## config.mk

```make
export PLATFORM = sky130hd
export DESIGN_NAME = lev_cmd_tx
export DESIGN_NICKNAME = d
export VERILOG_FILES = /design/src/rtl/lev_cmd_pkg.sv /design/src/rtl/lev_cmd_tx.sv
export SDC_FILE = /design/constraint.sdc
export NUM_CORES = 1
export LEC_CHECK = 0
export ABC_AREA = 1
export BUFFER_PORTS_ARGS = -buffer_cell sky130_fd_sc_hd__buf_2
export CAP_MARGIN = 20
export CORE_ASPECT_RATIO = 1.1
export CORE_MARGIN = 1
export CORE_UTILIZATION = 55
export DETAILED_ROUTE_END_ITERATION = 8
export GPL_TIMING_DRIVEN = 0
export PLACE_DENSITY = 0.8
export SYNTH_ARGS = -nofsm -noshare
export SYNTH_HDL_FRONTEND = slang
export SYNTH_SLANG_ARGS = --single-unit
```

## constraint.sdc

```tcl
create_clock -name clk -period 1.8 [get_ports clk]
set_input_delay 0.36 -clock clk [delete_from_list [all_inputs] [get_ports clk]]
set_output_delay 0.36 -clock clk [all_outputs]
set_load 0.02 [all_outputs]
```

## src/rtl/lev_cmd_pkg.sv

```systemverilog
// -----------------------------------------------------------------------------
// lev_cmd_pkg
//   Shared definitions for the levitator phase-array command link. The
//   initiator (lev_cmd_tx) and the board-side decoder both use this package,
//   so the frame layout is defined in exactly one place.
//
//   Frame (3 bytes, sent in order byte0, byte1, byte2):
//     byte0 = {1, op[1:0], ch[6:2]}   -- only byte with bit 7 set (marker)
//     byte1 = {0, ch[1:0], off[11:7]}
//     byte2 = {0, off[6:0]}
//   where off = {enable, offset[10:0]}.
// -----------------------------------------------------------------------------
package lev_cmd_pkg;

    typedef enum logic [1:0] {
        OP_SET_OFFSET = 2'b00,
        OP_RELOAD     = 2'b01,
        OP_QUERY      = 2'b10,
        OP_PROBE      = 2'b11
    } lev_op_e;

    // Field widths on the wire.
    localparam int unsigned LEV_CH_W       = 7;
    localparam int unsigned LEV_OFF_W      = 12;

    // Byte0 marker bit; the decoder resynchronises on it.
    localparam int unsigned LEV_MARKER_BIT = 7;
    // Op code position inside byte0.
    localparam int unsigned LEV_B0_OP_LSB  = 5;
    // Channel split: ch[6:2] rides in byte0, ch[1:0] in byte1 at this LSB.
    localparam int unsigned LEV_CH_SPLIT   = 2;
    localparam int unsigned LEV_B1_CH_LSB  = 5;
    // Offset split: off[11:7] rides in byte1, off[6:0] in byte2.
    localparam int unsigned LEV_OFF_SPLIT  = 7;

    // Whole frame, byte0 in the top 8 bits.
    function automatic logic [23:0] lev_cmd_frame(
        input lev_op_e              op,
        input logic [LEV_CH_W-1:0]  ch,
        input logic [LEV_OFF_W-1:0] off
    );
        logic [23:0] f;
        f = '0;
        // byte0
        f[16 + LEV_MARKER_BIT]     = 1'b1;
        f[16 + LEV_B0_OP_LSB +: 2] = op;
        f[16 +: (LEV_CH_W - LEV_CH_SPLIT)] = ch[LEV_CH_W-1:LEV_CH_SPLIT];
        // byte1
        f[8 + LEV_B1_CH_LSB +: LEV_CH_SPLIT] = ch[LEV_CH_SPLIT-1:0];
        f[8 +: (LEV_OFF_W - LEV_OFF_SPLIT)]  = off[LEV_OFF_W-1:LEV_OFF_SPLIT];
        // byte2
        f[0 +: LEV_OFF_SPLIT] = off[LEV_OFF_SPLIT-1:0];
        return f;
    endfunction

    function automatic logic [7:0] lev_cmd_byte0(
        input lev_op_e              op,
        input logic [LEV_CH_W-1:0]  ch,
        input logic [LEV_OFF_W-1:0] off
    );
        logic [23:0] f;
        f = lev_cmd_frame(op, ch, off);
        return f[23:16];
    endfunction

    function automatic logic [7:0] lev_cmd_byte1(
        input lev_op_e              op,
        input logic [LEV_CH_W-1:0]  ch,
        input logic [LEV_OFF_W-1:0] off
    );
        logic [23:0] f;
        f = lev_cmd_frame(op, ch, off);
        return f[15:8];
    endfunction

    function automatic logic [7:0] lev_cmd_byte2(
        input lev_op_e              op,
        input logic [LEV_CH_W-1:0]  ch,
        input logic [LEV_OFF_W-1:0] off
    );
        logic [23:0] f;
        f = lev_cmd_frame(op, ch, off);
        return f[7:0];
    endfunction

endpackage

```

## src/rtl/lev_cmd_tx.sv

```systemverilog
// -----------------------------------------------------------------------------
// lev_cmd_tx
//   Command initiator for the levitator phase-array link. Accepts one command
//   per cmd_valid/cmd_ready handshake, encodes it into the 3-byte frame and
//   streams it out on an AXI-stream byte port toward a UART transmitter. For
//   query/probe ops it then waits (bounded by RESP_TIMEOUT) for one reply byte
//   from the UART receiver.
//
//   Parameters
//     OUTPUTS       channel count on the target board (range check bound)
//     OFFSET_WIDTH  phase offset width; wire field is OFFSET_WIDTH+1 bits
//     RESP_TIMEOUT  cycles allowed for the reply byte
//
//   Ports
//     clk, rst                 clock, synchronous active-high reset
//     cmd_valid/cmd_ready      command handshake (ready only while idle)
//     cmd_op/channel/enable/offset  command fields, captured at accept
//     output_axis_*            frame bytes to UART TX (tvalid/tdata registered)
//     input_axis_*             reply bytes from UART RX (tready = 1 out of reset)
//     cmd_done                 pulse: frame sent / reply received / timeout
//     cmd_error                pulse: set-offset with out-of-range channel
//     resp_valid, resp_data    pulse + reply byte (data held until next reply)
//     resp_timeout             pulse: no reply in time, resp_data cleared
//     stray_byte               pulse: RX byte outside the reply window
// -----------------------------------------------------------------------------
module lev_cmd_tx
    import lev_cmd_pkg::*;
#(
    parameter int unsigned OUTPUTS      = 88,
    parameter int unsigned OFFSET_WIDTH = 11,
    parameter int unsigned RESP_TIMEOUT = 50000
) (
    input  logic                    clk,
    input  logic                    rst,

    input  logic                    cmd_valid,
    output logic                    cmd_ready,
    input  logic [1:0]              cmd_op,
    input  logic [6:0]              cmd_channel,
    input  logic                    cmd_enable,
    input  logic [OFFSET_WIDTH-1:0] cmd_offset,

    output logic [7:0]              output_axis_tdata,
    output logic                    output_axis_tvalid,
    input  logic                    output_axis_tready,

    input  logic [7:0]              input_axis_tdata,
    input  logic                    input_axis_tvalid,
    output logic                    input_axis_tready,

    output logic                    cmd_done,
    output logic                    cmd_error,
    output logic                    resp_valid,
    output logic [7:0]              resp_data,
    output logic                    resp_timeout,
    output logic                    stray_byte
);

    // Sized so RESP_TIMEOUT itself is representable; the counter never wraps.
    localparam int unsigned TIMER_W = $clog2(RESP_TIMEOUT + 1);

    typedef enum logic [2:0] {
        ST_IDLE,
        ST_SEND0,
        ST_SEND1,
        ST_SEND2,
        ST_WAIT_RESP
    } state_e;

    state_e                 state_q, state_d;
    lev_op_e                op_q, op_d;
    logic [LEV_CH_W-1:0]    ch_q, ch_d;
    logic [LEV_OFF_W-1:0]   off_q, off_d;
    logic [TIMER_W-1:0]     timer_q, timer_d;

    logic [7:0]             tdata_q, tdata_d;
    logic                   tvalid_q, tvalid_d;
    logic                   cmd_ready_q, cmd_ready_d;
    logic                   cmd_done_q, cmd_done_d;
    logic                   cmd_error_q, cmd_error_d;
    logic                   resp_valid_q, resp_valid_d;
    logic [7:0]             resp_data_q, resp_data_d;
    logic                   resp_timeout_q, resp_timeout_d;
    logic                   stray_q, stray_d;

    // Combinational helpers.
    lev_op_e                op_in;
    logic [LEV_CH_W-1:0]    ch_in;
    logic [LEV_OFF_W-1:0]   off_in;
    logic                   accept;
    logic                   ch_bad;
    logic                   tx_hs;
    logic                   rx_hs;

    // Receiver is always ready once out of reset; bytes are never back-pressured.
    assign input_axis_tready = ~rst;

    always_comb begin
        op_in  = lev_op_e'(cmd_op);
        // Non-write ops carry ch = 0 and off = 0 on the wire.
        ch_in  = (op_in == OP_SET_OFFSET) ? cmd_channel : '0;
        off_in = (op_in == OP_SET_OFFSET) ?
                 LEV_OFF_W'({cmd_enable, cmd_offset}) : '0;
        ch_bad = (op_in == OP_SET_OFFSET) && (32'(cmd_channel) >= OUTPUTS);
        accept = cmd_valid && cmd_ready_q;
        tx_hs  = tvalid_q && output_axis_tready;
        rx_hs  = input_axis_tvalid && input_axis_tready;
    end

    always_comb begin
        state_d        = state_q;
        op_d           = op_q;
        ch_d           = ch_q;
        off_d          = off_q;
        timer_d        = timer_q;
        tdata_d        = tdata_q;
        tvalid_d       = tvalid_q;
        cmd_ready_d    = cmd_ready_q;
        resp_data_d    = resp_data_q;
        cmd_done_d     = 1'b0;
        cmd_error_d    = 1'b0;
        resp_valid_d   = 1'b0;
        resp_timeout_d = 1'b0;
        stray_d        = 1'b0;

        unique case (state_q)
            ST_IDLE: begin
                if (accept) begin
                    if (ch_bad) begin
                        cmd_error_d = 1'b1;
                    end else begin
                        op_d        = op_in;
                        ch_d        = ch_in;
                        off_d       = off_in;
                        // byte0 is built from the live inputs so it is on
                        // the bus the cycle after accept.
                        tdata_d     = lev_cmd_byte0(op_in, ch_in, off_in);
                        tvalid_d    = 1'b1;
                        cmd_ready_d = 1'b0;
                        state_d     = ST_SEND0;
                    end
                end
            end

            ST_SEND0: begin
                if (tx_hs) begin
                    tdata_d = lev_cmd_byte1(op_q, ch_q, off_q);
                    state_d = ST_SEND1;
                end
            end

            ST_SEND1: begin
                if (tx_hs) begin
                    tdata_d = lev_cmd_byte2(op_q, ch_q, off_q);
                    state_d = ST_SEND2;
                end
            end

            ST_SEND2: begin
                if (tx_hs) begin
                    tvalid_d = 1'b0;
                    tdata_d  = '0;
                    if (op_q == OP_SET_OFFSET || op_q == OP_RELOAD) begin
                        cmd_done_d  = 1'b1;
                        cmd_ready_d = 1'b1;
                        state_d     = ST_IDLE;
                    end else begin
                        timer_d = '0;
                        state_d = ST_WAIT_RESP;
                    end
                end
            end

            ST_WAIT_RESP: begin
                // A reply on the expiry cycle takes priority over the timeout.
                if (rx_hs) begin
                    resp_data_d  = input_axis_tdata;
                    resp_valid_d = 1'b1;
                    cmd_done_d   = 1'b1;
                    cmd_ready_d  = 1'b1;
                    state_d      = ST_IDLE;
                end else if (timer_q == TIMER_W'(RESP_TIMEOUT - 1)) begin
                    resp_data_d    = '0;
                    resp_timeout_d = 1'b1;
                    cmd_done_d     = 1'b1;
                    cmd_ready_d    = 1'b1;
                    state_d        = ST_IDLE;
                end else begin
                    timer_d = timer_q + TIMER_W'(1);
                end
            end

            default: begin
                state_d     = ST_IDLE;
                tvalid_d    = 1'b0;
                cmd_ready_d = 1'b1;
            end
        endcase

        if (rx_hs && state_q != ST_WAIT_RESP) begin
            stray_d = 1'b1;
        end
    end

    always_ff @(posedge clk) begin
        if (rst) begin
            state_q        <= ST_IDLE;
            op_q           <= OP_SET_OFFSET;
            ch_q           <= '0;
            off_q          <= '0;
            timer_q        <= '0;
            tdata_q        <= '0;
            tvalid_q       <= 1'b0;
            cmd_ready_q    <= 1'b1;
            cmd_done_q     <= 1'b0;
            cmd_error_q    <= 1'b0;
            resp_valid_q   <= 1'b0;
            resp_data_q    <= '0;
            resp_timeout_q <= 1'b0;
            stray_q        <= 1'b0;
        end else begin
            state_q        <= state_d;
            op_q           <= op_d;
            ch_q           <= ch_d;
            off_q          <= off_d;
            timer_q        <= timer_d;
            tdata_q        <= tdata_d;
            tvalid_q       <= tvalid_d;
            cmd_ready_q    <= cmd_ready_d;
            cmd_done_q     <= cmd_done_d;
            cmd_error_q    <= cmd_error_d;
            resp_valid_q   <= resp_valid_d;
            resp_data_q    <= resp_data_d;
            resp_timeout_q <= resp_timeout_d;
            stray_q        <= stray_d;
        end
    end

    assign cmd_ready          = cmd_ready_q;
    assign output_axis_tdata  = tdata_q;
    assign output_axis_tvalid = tvalid_q;
    assign cmd_done           = cmd_done_q;
    assign cmd_error          = cmd_error_q;
    assign resp_valid         = resp_valid_q;
    assign resp_data          = resp_data_q;
    assign resp_timeout       = resp_timeout_q;
    assign stray_byte         = stray_q;

endmodule

```

==> impl_metrics.yaml, run 1 <==
synth:
  synth_xor_area_frac: 0.0153
  synth_area_um2: 2870
  synth_top_area_share: 0.397
  synth.top_cells.by_count: "99 x nand2_1, 62 x nor2_1, 57 x dfxtp_1, 43 x inv_1, 36 x a21oi_1"
  yosysMostFrequentCell: "nand2_1"
  yosysTopAreaCell: "dfxtp_1"
  synth_area_per_cell_um2: 6.90
  ys_seq_area_frac: 0.397
  syn_nets: 451
  synthMuxAreaShare: 0
  synth_top_family_by_area: "simple AND/OR/NAND/NOR gates"
  synth_simple_gate_area_frac: 0.311
  synth-edff-count: 0
  synth_fa_ha_area_frac: 0.00436
  synth_cell_types: 31
  synth_compound_area_frac: 0.175
  ys_seq_elements: 57
  synth_area_leaders: "dfxtp_1 40%, nand2_1 13%, nor2_1 8.1%, a21oi_1 6.3%, inv_1 5.6%"
  synth_warnings: 0
  ys.flop_type: "dfxtp_1"
  synth_cells: 416
  ys_async_sr_fraction: 0
drt:
  drcViolationCount: 0
  drt_iter0_markers: 129
  postRouteAntennaNets: 0
  via_count: 2906
  firstDrtPassIters: 7
  routed_wl_um: 6800
  via_per_inst: 5.33
  wl_per_cell_um: 12.5
clock_network:
  clk_pin_slew_ps: 70
  post-cts-setup-buffer-count: 0
  root_buffer: "clkbuf_8"
  cts_tree: "yes"
  cts_buffers: 9
  cts_resized: 2
  postCtsHoldBufs: 0
  cts_max_level: 3
  worstSkewPairLatency_ps: 330
  cts.sinks: 57
  clock_path_buffers: 2
layout:
  n_fill_cell: 468
  final_cells: 545
  layout-drive-gt1-share: 0.230
  area_growth_pct: 19.2
  diodes: 0
  fin_nets: 519
  multi_input_area_um2: 1470
  final-seq-area_um2: 1150
sta:
  tns_ps: 0
  finalCritPeriodShare: 0.934
  fin_worst_skew_ps: 9.48
  rsz0062_at_grt: "no"
  setup_viol: 0
  hold_violations: 0
  layout_min_cycle_time_ps: 1680
  finalMaxSlewViolations: 0
  slew_headroom: 0.634
  tightestPinTransition_ps: 550
  fmax_ghz: 0.595
  setup_ws_ps: 120
pwr:
  peakVddDrop_mv: 0.755
  cellPowerDensity_nw_per_um2: 1130
  leakagePower_nw: 1.42
  total_power_mw: 3.86
setup_path:
  worstSetupPathType: "flop to flop"
  crit_family: "simple AND/OR/NAND/NOR gates"
  critPathMaxFanout: 10
  start_kind: "flop"
  max_stage_delay_ps: 390
  cp.required_ps: 2070
  cp-startpoint: "timer_q[0]"
  crit-reg2reg-launch: "timer_q[0]"
  cp_cell_sequence: "ha_2, nand3_4, nor2_4, nand3_2, nand3_2, buf_6, buf_12, nand2_1, a21oi_2"
  slowest_stage: "dfxtp_4"
  crit_arrival_ps: 1950
  worstSetupEndpointType: "flop"
  cpMostUsedCell: "nand3_2"
  critical_path_buf_inv_count: 2
placed_design:
  dpl.hpwl_um: 4920
  place_ws_ps: -84.8
  dp_cells: 531
  finalWeightedCongestion: 0.910
  numPortBuffers: 57
global_routing:
  grt_start_max_net_pins: 11
  grt_pass1_wl_um: 11400
  overflow: 0
  grt_pass1_vias: 2674
  antenna_found_initial: 0
  grt_use_total: 0.262
die:
  initial_core_util: 0.574
  core_um2: 5000
  top_level_ports: 58
  dieArea_um2: 5510
  die_x_um: 70.9
  rows: 27
  chipHeight_um: 77.8
run_status:
  outcome: "finished, final reports clean"
worst_hold_path:
  hp-start: "input_axis_tvalid"
  hp-class: "primary input to flop"
flow_run:
  maxCapViolations: 0
-- worst paths after layout --
path | endpoint | slack [ps] | cells after the start
max | timer_q[2] | 120 | 9
min | resp_timeout | 230 | 2
max reg2reg | timer_q[2] | 120 | 9
min reg2reg | resp_data[3] | 460 | 2
-- power by group --
part / switching, mW / leakage (nW) / internal (mW)
logic: 0.833 / 0.870 / 0.425
clock network: 0.483 / 0.0871 / 0.553
registers: 0.0996 / 0.466 / 1.47
-- registers in the layout, summed over array words and instances, names as in the netlist --
register,count
resp_valid,1
off_q,12
ch_q,2
timer_q,16
output_axis_tdata,8
resp_timeout,1
cmd_ready,1
output_axis_tvalid,1
cmd_error,1
state_q,3
op_q,1
resp_data,8
stray_byte,1
cmd_done,1
-- stage by stage --
stage | area (um2) | util | hold slack, ps
floorplan | 2870 | - | 436
finish | 3420 | 0.685 | 234
global route | 3420 | 0.685 | 241
global placement | 3230 | 0.646 | 445
detailed placement | 3230 | 0.646 | 449
CTS | 3400 | 0.681 | 218
-- layout by cell type, fill, tap and decap left out, types with 2 or more instances in the layout --
cell type,synthesis,layout
clkinv_2,0,2
nor3_1,5,5
nor2_4,1,2
o21ai_0,12,12
nand3_1,17,16
nor2_2,3,2
nand3_2,3,3
nor2_1,62,62
a21oi_1,36,36
buf_2,3,60
o22ai_1,2,2
o221ai_1,5,5
nand4_1,6,6
dfxtp_1,57,55
buf_6,2,2
nand2_1,99,99
o21bai_1,4,4
xor2_1,5,5
inv_2,5,5
clkbuf_1,7,7
nand2_2,9,9
a211oi_1,14,14
inv_1,43,43
clkbuf_8,0,11
a21oi_2,8,8
-- layer usage --
metal	up-vias	GRT usage	wire, um
met1	1305	0.303	2960
li1	1486	-	-
met5	-	0	0
met4	0	0.134	172
met3	17	0.0623	404
met2	98	0.448	3260
-- cells by family after synthesis --
group / after synthesis
and+or+nand+nor: 208
AOI/OAI and AO/OA: 81
buffers and inverters: 64
DFF: 57
xor gates and xnor gates: 5
adders and majority gates: 1
-- final cells by class --
cell class,instances,area share
plain buffers,15,0.0278
clock buffers,11,0.0442
clock inverters,3,0.00512
inverters,49,0.0537
multi-input cells,295,0.430
flip-flops and latches,57,0.335
well taps,58,0.0212
repair buffers,57,0.0833
(Power assumes the default switching activity.)
==> inputs of run 2 (changes only) <==
BUFFER_PORTS_ARGS = -buffer_cell sky130_fd_sc_hd__buf_4   (was -buffer_cell sky130_fd_sc_hd__buf_2)
==> impl_metrics.yaml, run 2 (same netlist as run 1, synthesis figures left out) <==
setup_path:
  crit_arrival_ps: 1320
  start_kind: "primary input"
  cp.required_ps: 1440
  critPathMaxFanout: 10
  worstSetupPathType: "primary input to primary output"
  worstSetupEndpointType: "primary output"
sta:
  slew_headroom: 0.620
  setup_ws_ps: 123
  hold_violations: 0
  rsz0062_at_grt: "no"
  fmax_ghz: 0.596
  fin_worst_skew_ps: 8.07
  setup_viol: 0
  tns_ps: 0
  finalCritPeriodShare: 0.931
  layout_min_cycle_time_ps: 1680
  finalMaxSlewViolations: 0
  tightestPinTransition_ps: 569
worst_hold_path:
  hp-class: "primary input to flop"
die:
  chipHeight_um: 77.8
  rows: 27
  initial_core_util: 0.574
  dieArea_um2: 5510
  core_um2: 5000
  die_x_um: 70.9
  top_level_ports: 58
flow_run:
  maxCapViolations: 0
drt:
  postRouteAntennaNets: 0
  drcViolationCount: 16
  via_count: 2914
  firstDrtPassIters: 7
  drt_iter0_markers: 214
  routed_wl_um: 7220
  wl_per_cell_um: 13.2
  via_per_inst: 5.34
layout:
  multi_input_area_um2: 1470
  largest_registers: "timer_q x16, off_q x12"
  top_register: "timer_q"
  fin_nets: 519
  largest_reg_flops: 16
  n_fill_cell: 453
  final_core_util: 0.721
  final_common_cell: "nand2_1"
  diodes: 0
  final_cell_mix: "99 x nand2_1, 62 x nor2_1, 58 x buf_4"
  layout-drive-gt1-share: 0.230
  final-seq-area_um2: 1150
  area_growth_pct: 25.6
clock_network:
  cts_buffers: 9
  clk_pin_slew_ps: 70
  cts.sinks: 57
  post-cts-setup-buffer-count: 0
  root_buffer: "clkbuf_8"
  worstSkewPairLatency_ps: 340
  cts_max_level: 3
  clock_path_buffers: 2
  cts_tree: "yes"
placed_design:
  numPortBuffers: 57
  finalWeightedCongestion: 0.902
  dpl.hpwl_um: 5310
  place_ws_ps: -109
pwr:
  leakagePower_nw: 1.47
  total_power_mw: 4.20
  cellPowerDensity_nw_per_um2: 1170
  peakVddDrop_mv: 0.599
run_status:
  outcome: "finished with violations"
  violations: "design-rule violations"
global_routing:
  antenna_found_initial: 0
  overflow: 0
  grt_start_max_net_pins: 11
  grt_use_total: 0.277
  grt_pass1_vias: 2691
  grt_pass1_wl_um: 11900
## run 2: layout make-up
type                    instances  share of cell area
plain buffers                  15              0.0264
clock buffers                  10              0.0354
clock inverters                 5              0.0226
inverters                      49              0.0510
multi-input cells             295               0.408
flip-flops and latches         57               0.318
well taps                      58              0.0201
repair buffers                 57               0.119
## run 2: path summary, 6_finish.rpt
| path | startpoint | endpoint | slack [ps] | cells after the start |
|---|---|---|---|---|
| max | rst | input_axis_tready | 120 | 5 |
| min | input_axis_tvalid | resp_timeout | 200 | 2 |
| max reg2reg | timer_q[0] | timer_q[3] | 130 | 9 |
| min reg2reg | resp_data[3] | resp_data[3] | 460 | 2 |
## run 2: per-layer routing
| layer | wire length [um] | vias up | track usage | part of all wire |
|---|---|---|---|---|
| li1 | - | 1481 | - | - |
| met1 | 3050 | 1332 | 0.331 | 0.42 |
| met2 | 3660 | 86 | 0.476 | 0.51 |
| met3 | 343 | 15 | 0.0597 | 0.047 |
| met4 | 174 | 0 | 0.124 | 0.024 |
| met5 | 0 | - | 0 | 0 |
## run 2: critical path: stages
cell      delay, ps
buf_4           110
buf_4           160
inv_1           100
clkbuf_1        350
buf_4           220
## run 2: through the flow
step                hold WS, ps  instance area (um2)  cells
finish                      202                 3610    546
floorplan                   436                 2870    416
global route                186                 3610    546
detailed placement          456                 3370    531
CTS                         194                 3590    546
global placement            447                 3370    531
## run 2: power breakdown
part	internal [mW]	leakage, nW	switching, mW	total [mW]
Clock	0.771	0.102	0.528	1.30
Combinational	0.491	0.901	0.841	1.33
Sequential	1.47	0.466	0.103	1.57
## run 2: timing repair
| item | in CTS | in global routing |
|---|---|---|
| hold buffers | 0 | 0 |
| resized for setup | 2 | 5 |
| endpoints found under the setup margin | 17 | 17 |
